--- src/rtl/piano_pkg.sv ---
// Shared piano definitions: key count, the 50 MHz note period table
// (C4..C5, indexed by key number) and the note detector state encoding.
// The tone divider uses the same table, halved, for its half-period count.
package piano_pkg;

  localparam int unsigned NOTE_COUNT = 8;

  // One 32-bit period per key; element [k] is the period of key k.
  typedef logic [NOTE_COUNT-1:0][31:0] note_tab_t;

  localparam note_tab_t NOTE_PERIOD = {
    32'd95556,   // 7 C5
    32'd101239,  // 6 B4
    32'd113636,  // 5 A4
    32'd127551,  // 4 G4
    32'd143173,  // 3 F4
    32'd151686,  // 2 E4
    32'd170262,  // 1 D4
    32'd191113   // 0 C4
  };

  typedef enum logic [1:0] {IDLE, MEASURE, LOCKED} det_state_e;

endpackage

--- src/rtl/note_detector_if.sv ---
// Bundle between a tone source / controller and the note detector.
//   en         enable from controller
//   tone_in    square-wave tone (asynchronous to clk)
//   chord      one-hot detected key, 0 when not locked
//   note_idx   index of the detected key, 0 when not locked
//   note_valid high while locked
//   period     last measured period in clk cycles
// master = controller/tone side, slave = detector.
interface note_detector_if #(
  parameter int unsigned CNT_W = 19
);
  logic             en;
  logic             tone_in;
  logic [7:0]       chord;
  logic [2:0]       note_idx;
  logic             note_valid;
  logic [CNT_W-1:0] period;

  modport master (
    output en, tone_in,
    input  chord, note_idx, note_valid, period
  );

  modport slave (
    input  en, tone_in,
    output chord, note_idx, note_valid, period
  );
endinterface

--- src/rtl/edge_sync.sv ---
// Two-flop synchronizer plus edge flop for an asynchronous input.
//   clk  system clock
//   rst  asynchronous active-high reset, clears all three flops
//   din  asynchronous input
//   rise one-cycle pulse in the cycle where the synchronized input is 1
//        and was 0 the cycle before
module edge_sync (
  input  logic clk,
  input  logic rst,
  input  logic din,
  output logic rise
);
  logic meta;
  logic sync;
  logic prev;

  always_ff @(posedge clk or posedge rst) begin
    if (rst) begin
      meta <= 1'b0;
      sync <= 1'b0;
      prev <= 1'b0;
    end else begin
      meta <= din;
      sync <= meta;
      prev <= sync;
    end
  end

  assign rise = sync & ~prev;
endmodule

--- src/rtl/note_detector.sv ---
// Note detector: measures the clk-cycle period between rising edges of a
// square-wave tone and, after CONFIRM consecutive periods matching the same
// key within +/-TOL cycles, reports that key on the one-hot chord bus.
//   clk  system clock (50 MHz for the default table)
//   rst  asynchronous active-high reset
//   bus  slave side of note_detector_if (en, tone_in in; chord, note_idx,
//        note_valid, period out, all registered)
module note_detector
  import piano_pkg::*;
#(
  parameter int unsigned CNT_W   = 19,
  parameter int unsigned TOL     = 512,
  parameter int unsigned CONFIRM = 3,
  parameter int unsigned TIMEOUT = 400000,
  parameter note_tab_t   NOTES   = NOTE_PERIOD
) (
  input logic              clk,
  input logic              rst,
  note_detector_if.slave   bus
);

  if (TOL >= 2841) begin : g_bad_tol
    $error("TOL must stay below half the minimum note spacing");
  end
  if (CONFIRM < 1 || CONFIRM > 7) begin : g_bad_confirm
    $error("CONFIRM must be in 1..7");
  end
  if (TIMEOUT >= (1 << CNT_W)) begin : g_bad_timeout
    $error("CNT_W too narrow for TIMEOUT");
  end

  localparam logic [CNT_W-1:0] CNT_MAX     = '1;
  localparam logic [CNT_W-1:0] TIMEOUT_CNT = CNT_W'(TIMEOUT);
  localparam logic [2:0]       CONF_LOCK   = 3'(CONFIRM);

  logic rise;

  edge_sync u_edge_sync (
    .clk  (clk),
    .rst  (rst),
    .din  (bus.tone_in),
    .rise (rise)
  );

  det_state_e       state;
  logic [CNT_W-1:0] cnt;       // cycles since the last rise; equals P at the next rise
  logic [2:0]       cand;
  logic             cand_valid;
  logic [2:0]       conf;
  logic [7:0]       chord;
  logic [2:0]       note_idx;
  logic             note_valid;
  logic [CNT_W-1:0] period;

  // Window match of the current count against every key; tolerance is below
  // half the key spacing, so at most one key can hit.
  logic             hit;
  logic [2:0]       hit_k;
  logic [CNT_W:0]   p_ext;
  logic [CNT_W:0]   np;
  logic [CNT_W:0]   diff;

  always_comb begin
    hit   = 1'b0;
    hit_k = '0;
    p_ext = {1'b0, cnt};
    np    = '0;
    diff  = '0;
    for (int k = 0; k < int'(NOTE_COUNT); k++) begin
      np   = (CNT_W+1)'(NOTES[k]);
      diff = (p_ext >= np) ? (p_ext - np) : (np - p_ext);
      if (diff <= (CNT_W+1)'(TOL)) begin
        hit   = 1'b1;
        hit_k = 3'(k);
      end
    end
  end

  logic [2:0] conf_nx;

  always_comb begin
    conf_nx = 3'd1;
    if (cand_valid && (hit_k == cand)) conf_nx = conf + 3'd1;
  end

  always_ff @(posedge clk or posedge rst) begin
    if (rst) begin
      state      <= IDLE;
      cnt        <= '0;
      cand       <= '0;
      cand_valid <= 1'b0;
      conf       <= '0;
      chord      <= '0;
      note_idx   <= '0;
      note_valid <= 1'b0;
      period     <= '0;
    end else if (!bus.en) begin
      state      <= IDLE;
      cnt        <= '0;
      cand       <= '0;
      cand_valid <= 1'b0;
      conf       <= '0;
      chord      <= '0;
      note_idx   <= '0;
      note_valid <= 1'b0;
      period     <= '0;
    end else begin
      if (rise) begin
        cnt <= CNT_W'(1);
      end else if (cnt != CNT_MAX) begin
        cnt <= cnt + 1'b1;
      end

      // A rise takes priority over a timeout landing in the same cycle.
      if (rise) begin
        unique case (state)
          IDLE: state <= MEASURE;  // first rise only arms the counter
          MEASURE, LOCKED: begin
            period <= cnt;
            if (!hit) begin
              state      <= MEASURE;
              cand       <= '0;
              cand_valid <= 1'b0;
              conf       <= '0;
              chord      <= '0;
              note_idx   <= '0;
              note_valid <= 1'b0;
            end else if (state == LOCKED) begin
              if (hit_k != note_idx) begin
                state      <= MEASURE;
                cand       <= hit_k;
                cand_valid <= 1'b1;
                conf       <= 3'd1;
                chord      <= '0;
                note_idx   <= '0;
                note_valid <= 1'b0;
              end
            end else begin
              cand       <= hit_k;
              cand_valid <= 1'b1;
              conf       <= conf_nx;
              if (conf_nx == CONF_LOCK) begin
                state      <= LOCKED;
                chord      <= 8'b1 << hit_k;
                note_idx   <= hit_k;
                note_valid <= 1'b1;
              end
            end
          end
          default: state <= IDLE;
        endcase
      end else if (cnt == TIMEOUT_CNT) begin
        state      <= IDLE;
        cand       <= '0;
        cand_valid <= 1'b0;
        conf       <= '0;
        chord      <= '0;
        note_idx   <= '0;
        note_valid <= 1'b0;
        period     <= '0;
      end
    end
  end

  assign bus.chord      = chord;
  assign bus.note_idx   = note_idx;
  assign bus.note_valid = note_valid;
  assign bus.period     = period;

endmodule

--- src/flat_wrapper.sv ---
// flat-port wrapper written by rule: the top's interface ports become plain ports
module note_detector_flat import piano_pkg::*;
#(
  parameter int unsigned CNT_W   = 19,
  parameter int unsigned TOL     = 512,
  parameter int unsigned CONFIRM = 3,
  parameter int unsigned TIMEOUT = 400000,
  parameter note_tab_t   NOTES   = NOTE_PERIOD
)
  (clk, rst, bus_en, bus_tone_in, bus_chord, bus_note_idx, bus_note_valid, bus_period);
  note_detector_if #(.CNT_W(CNT_W)) bus_i ();
  input logic clk;
  input logic rst;
  input wire logic [$bits(bus_i.en)-1:0] bus_en;
  input wire logic [$bits(bus_i.tone_in)-1:0] bus_tone_in;
  output wire logic [$bits(bus_i.chord)-1:0] bus_chord;
  output wire logic [$bits(bus_i.note_idx)-1:0] bus_note_idx;
  output wire logic [$bits(bus_i.note_valid)-1:0] bus_note_valid;
  output wire logic [$bits(bus_i.period)-1:0] bus_period;
  assign bus_i.en = bus_en;
  assign bus_i.tone_in = bus_tone_in;
  assign bus_chord = bus_i.chord;
  assign bus_note_idx = bus_i.note_idx;
  assign bus_note_valid = bus_i.note_valid;
  assign bus_period = bus_i.period;
  note_detector #(.CNT_W(CNT_W), .TOL(TOL), .CONFIRM(CONFIRM), .TIMEOUT(TIMEOUT), .NOTES(NOTES)) u_core (.clk(clk), .rst(rst), .bus(bus_i));
endmodule
--- config.mk ---
export PLATFORM = sky130hd
export DESIGN_NAME = note_detector_flat
export DESIGN_NICKNAME = d
export VERILOG_FILES = /design/src/rtl/piano_pkg.sv /design/src/rtl/note_detector_if.sv /design/src/rtl/edge_sync.sv /design/src/rtl/note_detector.sv /design/src/flat_wrapper.sv
export SDC_FILE = /design/constraint.sdc
export NUM_CORES = 1
export LEC_CHECK = 0
export ABC_AREA = 0
export CAP_MARGIN = 20
export CORE_MARGIN = 3
export CORE_UTILIZATION = 40
export CTS_BUF_LIST = sky130_fd_sc_hd__clkbuf_2
export DETAILED_ROUTE_END_ITERATION = 7
export PLACE_DENSITY = 0.67
export SLEW_MARGIN = 20
export SYNTH_ARGS = -nofsm -noshare
export SYNTH_HDL_FRONTEND = slang
export SYNTH_SLANG_ARGS = --single-unit
--- constraint.sdc ---
create_clock -name clk -period 4.7 [get_ports clk]
set_input_delay 1.175 -clock clk [delete_from_list [all_inputs] [get_ports clk]]
set_output_delay 1.175 -clock clk [all_outputs]
set_load 0.005 [all_outputs]
After elaboration in Yosys (flattened, before gate mapping) --
Cells that the tools add are included.
Storage, ports and cells: input bits 4, output and inout port bits 31, register bits 62
Cells by class: order comparisons 16, $add $sub $neg 18, bitwise operators 2, reduce and logical (&&, ||, !) cells 7, mux-type cells 81, equality and inequality tests 14, shifts and indexed selects 1
Operators with widths (number):
- $le A20 B10 Y1 const B | 8
- $mux W20 | 8
- $mux W19 | 7
- $sub A17 B19 Y20 const A | 4
- $sub A18 B19 Y20 const A | 4
- $sub A19 B17 Y20 const B | 4
- $sub A19 B18 Y20 const B | 4
- $ge A19 B17 Y1 const B | 4
- $ge A19 B18 Y1 const B | 4
- $mux W3 | 25
- $mux W8 | 8
- $mux W1 | 23
- $add A19 B1 Y19 const B | 1
- $eq A19 B19 Y1 const B | 1
- $ne A19 B19 Y1 const B | 1
- $mux W2 | 9
- $ne A6 B6 Y1 const B | 2
- $ne A5 B5 Y1 const B | 2
- $shl A1 B3 Y8 const A | 1
- $ne A3 B1 Y1 const B | 2
- $reduce_and A3 Y1 | 2
- $pmux W2 S2 | 1
- $reduce_and A4 Y1 | 1
- $add A3 B1 Y3 const B | 1
- other kinds (12) | 12

Longest topological paths before layout --
depth in word-level cells 20, gate-level depth with buffers 19, depth with buffers taken out 15

Cells and area by module --
Synthesis repeated with hierarchy kept, for this count alone.
Second synthesis, totals: cell total of the unflattened synthesis 1292, area, all modules 10020.9 µm²
Modules (own cells, without submodules):
- note_detector | area each 9928.3 µm², cells an instance 1287, times used 1
- edge_sync | area each 92.6 µm², cells an instance 5, times used 1

Worst setup path after synthesis --
No wires, ideal clock.
path kind register to register, from reg u_core.cnt[3], to reg u_core.note_idx[2] (netlist: u_core.bus.note_idx[2]), path buffers 3, data required time 4573 ps, period minus slack after synthesis 4948 ps, library setup time 127 ps, setup slack -248 ps, data arrival time 4820 ps, cell stages (with the launch flop) 19, path through dfrtp_1 -> buf_1 -> clkinv_1 -> ha_1 -> or4b_4 -> a22o_1 -> a221oi_4 -> buf_6 -> mux2i_1 -> xor2_1 -> nand3_1 -> or4_4 -> and3_4 -> nand3_2 -> o31ai_2 -> or4_4 -> nand3_2 -> buf_6 -> mux2_1
Between the ends: word-level cells in the longest chain between the ends 16
RTL lines:
- start: declaration | line note_detector.sv:46 | logic [CNT_W-1:0] cnt;
- start signal: assignment | line note_detector.sv:111 | cnt <= cnt + 1'b1;
- $sub A18 B19 Y20 (tied with other cells) | line note_detector.sv:71 | diff = (p_ext >= np) ? (p_ext - np) : (np - p_ext);
- $mux W20 | line note_detector.sv:71
- $le A20 B10 Y1 | line note_detector.sv:72 | if (diff <= (CNT_W+1)'(TOL)) begin
- $mux W1 | line note_detector.sv:72
- $mux W2 (2 in series) | line note_detector.sv:72
- $mux W3 (4 in series) | line note_detector.sv:72
- $eq A3 B3 Y1 | line note_detector.sv:83 | if (cand_valid && (hit_k == cand)) conf_nx = conf + 3'd1;
- $logic_and A1 B1 Y1 | line note_detector.sv:83
- $mux W3 | line note_detector.sv:83
- $eq A3 B2 Y1 | line note_detector.sv:142 | if (conf_nx == CONF_LOCK) begin
- $ne A5 B5 Y1 (no line)
- $reduce_and A4 Y1 (no line)
- end signal: assignment | line note_detector.sv:145 | note_idx <= hit_k;
- end: declaration | line note_detector.sv:51 | logic [2:0] note_idx;
Several ways; a longest one is shown, not always the timed one. The select of a mux whose other input is x is not followed. A chain may end at the register's enable or synchronous reset.

Worst setup path after layout --
from reg u_core.cnt[2], to reg u_core.chord[5] (netlist: u_core.bus.chord[5])
Between the ends: word-level cells in the longest chain between the ends 17
RTL lines:
- parallel branches: the longest is 17 deep, another holds $sub A18 B19 Y20
- end signal: assignment | line note_detector.sv:144 | chord <= 8'b1 << hit_k;
- end: declaration | line note_detector.sv:50 | logic [7:0] chord;
Several ways; the timed one is not identified. The select of a mux whose other input is x is not followed.

==> summary.txt <==
Pwr
  • Switching part of the total power: between 30% and 40%
  • Pwr per Cell Area: 87.59 mW/mm^2
  • Int Power: 666.5 uW
  • Sw power: 384.2 uW
  • Reg power frac: 51.7%
  • Clock power share: 34.0%
  • Pleak: between 0.004 and 0.005 uW
  • Comb pwr share: 14.3%
  • Worst vdd ir: 0.09022 mV

Timing
  • Slew Limit Fails: 0
  • Highest Clock Rate: 208.8 MHz
  • Fin crit share: 101.9%
  • Fin Setup TNS: -0.3720 ns
  • Final hold violation count: 0
  • Fin Hold WS: about 0.4 ns
  • Slew HR: 46.41%
  • Setup ws final: -0.09036 ns
  • Fin crit period: 4.790 ns
  • Setup violators final: 6
  • Unrepaired setup endpoints after global routing: true
  • Skew final: 0.06707 ns
  • Worst-Margin Slew: 0.8022 ns

Logic synthesis
  • Largest cells by area after synthesis: dfrtp_1 16%, xnor2_1 6.7%, nand2_1 5.4%
  • Syn avg cell area: 7.192 um^2
  • Ys Warns: 0
  • Cell taking the most area after synthesis: dfrtp_1
  • Synthesized Nets: 1378
  • Sequential fraction of the synthesis area: 16.04%
  • Library cells used by synthesis: 100
  • Main synth FF type: dfrtp_1
  • Flops & latches, synth: 62
  • Post-synth top area share: ~16%
  • Number of enable flip-flop cells after synthesis: 0
  • Syn Inst Count: 1345
  • Asr flop ratio synth: 100.0%
  • Area of the mapped netlist: 0.009673 mm^2

Detailed routing
  • Initial DRC Count: 1598
  • DRC: 0
  • Vias per cell: between 6 and 7
  • Vias: 12200
  • Final ANT Viol Nets: 0
  • DRT Pass-1 Iters: 6
  • Final WL: 46.27 mm
  • Per-cell routed wire length: 25.48 um

Status
  • Failing checks: negative setup slack
  • Status: complete, but fails checks

GRT
  • Vias in the first global route: 11430
  • GRT Overall Usage: 34.34%
  • First-pass GRT wire length: 69.35 mm
  • Initial antenna violation count: 1
  • GRT overflow: 0
  • Largest net degree at the start of global routing: 47

Clocking
  • CTS tree: built
  • Hold buffers post-CTS: 0
  • Clk root buf: clkbuf_2
  • H-Tree Level Count: 3
  • CTS Buf Count: 9
  • Worst-path clk slew: ~0.31 ns
  • Latest clock arrival within the worst-skew pair: between 0.6 and 0.7 ns
  • CTS Buffer Depth: 2
  • CTS sink cnt: 62

Floorplan
  • Starting Density: 40.97%
  • Die ar.: 0.02608 mm^2
  • Core area: 0.02361 mm^2
  • IO Count: 35
  • Die span in x: 161.5 um
  • Rows: between 50 and 60
  • Die H: approximately 160 um

Final layout
  • Layout Cell Area excl Fill: 0.01200 mm^2
  • Layout cells sized above 1: 22.06%
  • Post-Route Utilization: 50.80%
  • Layout area overhead: 24.01%
  • Nets: 1524

Run
  • Max-cap check violation count: 0

Placed design
  • Setup WS pre-CTS: -0.03900 ns
  • Port bufs: 34
  • DP Wirelength: ~35 mm
  • GPL Wtd Cong: 1.047
  • DP Area: between 0.01 and 0.015 mm^2

Setup path
  • Startpoint types: flop
  • Crit-path max FO: 8
  • Crit-path cells: inv_2, ha_4, or4b_4, a22o_1, a221oi_4, buf_4, mux2i_2, xnor2_1, a41oi_2, or4_4, and3_4, a21boi_2, nor2_2, or4_4, nand3_4, buf_6, mux2i_2
  • Critical path's largest stage delay: 0.57 ns
  • Worst EP arrival: 5.31 ns
  • Crit path max-delay family: simple AND/OR/NAND/NOR gates
  • Buf/Inv on CP: 3
  • Crit end category: flop
  • Worst Path Required: 5.22 ns
  • Slowest cell on the critical path: or4_4
  • Worst setup path category: reg -> reg

Worst hold path
  • Worst Hold Class: reg -> reg
[synth_stat cells (25+ instances only)]
| library cell | n |
|---|---|
| a21oi_1 | 88 |
| xnor2_1 | 74 |
| nor2_1 | 105 |
| o31ai_1 | 36 |
| ha_1 | 29 |
| mux2i_1 | 37 |
| nor2b_1 | 25 |
| nand3_1 | 54 |
| nand2_1 | 138 |
| clkbuf_1 | 64 |
| dfrtp_1 | 62 |
| nor3_1 | 35 |
| o21ai_0 | 80 |
| buf_2 | 30 |
[per-layer routing]
layer  GRT usage (%)  wire (um)  up-vias
met1           45.68      18310     5840
met2           51.52      19770      796
met4           20.49       3181        0
met5               0          0        -
met3           6.617       5018      201
li1                -          -     5366
[kinds of logic after synthesis]
| group | Yosys count | share of synthesized area [%] |
|---|---|---|
| simple gates | 551 | 30.58 |
| mux | 44 | 4.644 |
| buf+inv | 147 | 6.325 |
| fa+ha+maj | 29 | 3.751 |
| compound gates | 430 | 31.24 |
| xor+xnor | 82 | 7.425 |
| flops | 62 | 16.04 |
[worst reg2reg max path, delay by kind of cell, from the launching register on]
kind | cells | cell delay [ns]
XOR/XNOR | 1 | 0.16
flip-flops | 1 | 0.50
multiplexers | 2 | 0.41
AND/OR/NAND/NOR | 6 | 1.95
AO/OA/AOI/OAI | 4 | 1.08
buffers and inverters | 3 | 0.43
adder cells (fa/ha/maj) | 1 | 0.13
[registers in the layout, indices dropped and copies added (netlist names), 2 cells and up]
signal	count
u_core.cand	3
u_core.state	2
u_core.bus.period	19
u_core.cnt	19
u_core.bus.chord	8
u_core.conf	3
u_core.bus.note_idx	3
[power groups by stage]
| stage | sequential [uW] | clock [uW] | combinational [uW] |
|---|---|---|---|
| 2_1_floorplan | 553 | 0 | 81.4 |
| 3_3_place_gp | 551 | 0 | 140 |
| 3_5_place_dp | 552 | 0 | 141 |
| 4_1_cts | 543 | 367 | 144 |
| 5_1_grt | 544 | 387 | 160 |
| 6_report | 543 | 358 | 150 |
[cells in the final DEF (no fill, tap or decap), drive strengths merged, types with 11 or more instances in the layout]
cell type	instances
o211ai	11
and3	25
nor2	105
a21o	17
a21oi	88
mux2i	37
dfrtp	62
ha	29
o21ai	85
and2	14
or3	16
nor3	35
nand4	25
xnor2	74
nand2	138
nand3	57
a211oi	14
o31ai	38
or2	17
inv	28
nor4	21
a31oi	24
nand2b	16
clkdlybuf4s50	34
nor2b	25
buf	217
[final cells by class]
cell class | instances | area [um^2]
clock inverters | 7 | 55.05
repair buffers | 251 | 2091
well taps | 319 | 399.1
flip-flops and latches | 62 | 1555
fillers | 2368 | 11620
multi-input cells | 1137 | 7729
diodes | 1 | 2.502
inverters | 30 | 118.9
clock buffers | 9 | 45.04
[per-stage QoR]
stage,instances,total power [uW]
floorplan,1345,634.2
global placement,1784,691.5
detailed placement,1784,692.7
CTS,1806,1055
global route,1816,1092
finish,1816,1051
[final timing paths]
kind / from / endpoint / slack [ns] / cells past startpoint
setup / recovery: u_core.cnt[2] / u_core.bus.chord[5] / -0.09 / 17
hold / removal: u_core.u_edge_sync.sync / u_core.u_edge_sync.prev / 0.40 / 0
setup reg to reg: u_core.cnt[2] / u_core.bus.chord[5] / -0.09 / 17
hold reg to reg: u_core.u_edge_sync.sync / u_core.u_edge_sync.prev / 0.40 / 0
max in group asynchronous: rst / u_core.cnt[3] / 3.00 / 3
min in group asynchronous: rst / u_core.conf[2] / 0.76 / 2
[timing repair]
| action | 4_1_cts | 5_1_grt |
|---|---|---|
| pin swaps | 11 | 18 |
| buffers inserted | 5 | 8 |
| resized for setup | 12 | 30 |
| cloned | 1 | 1 |
| endpoints found under the setup margin | 9 | 21 |
| endpoints found under the hold margin | 0 | 0 |
(Power assumes the default switching activity.)
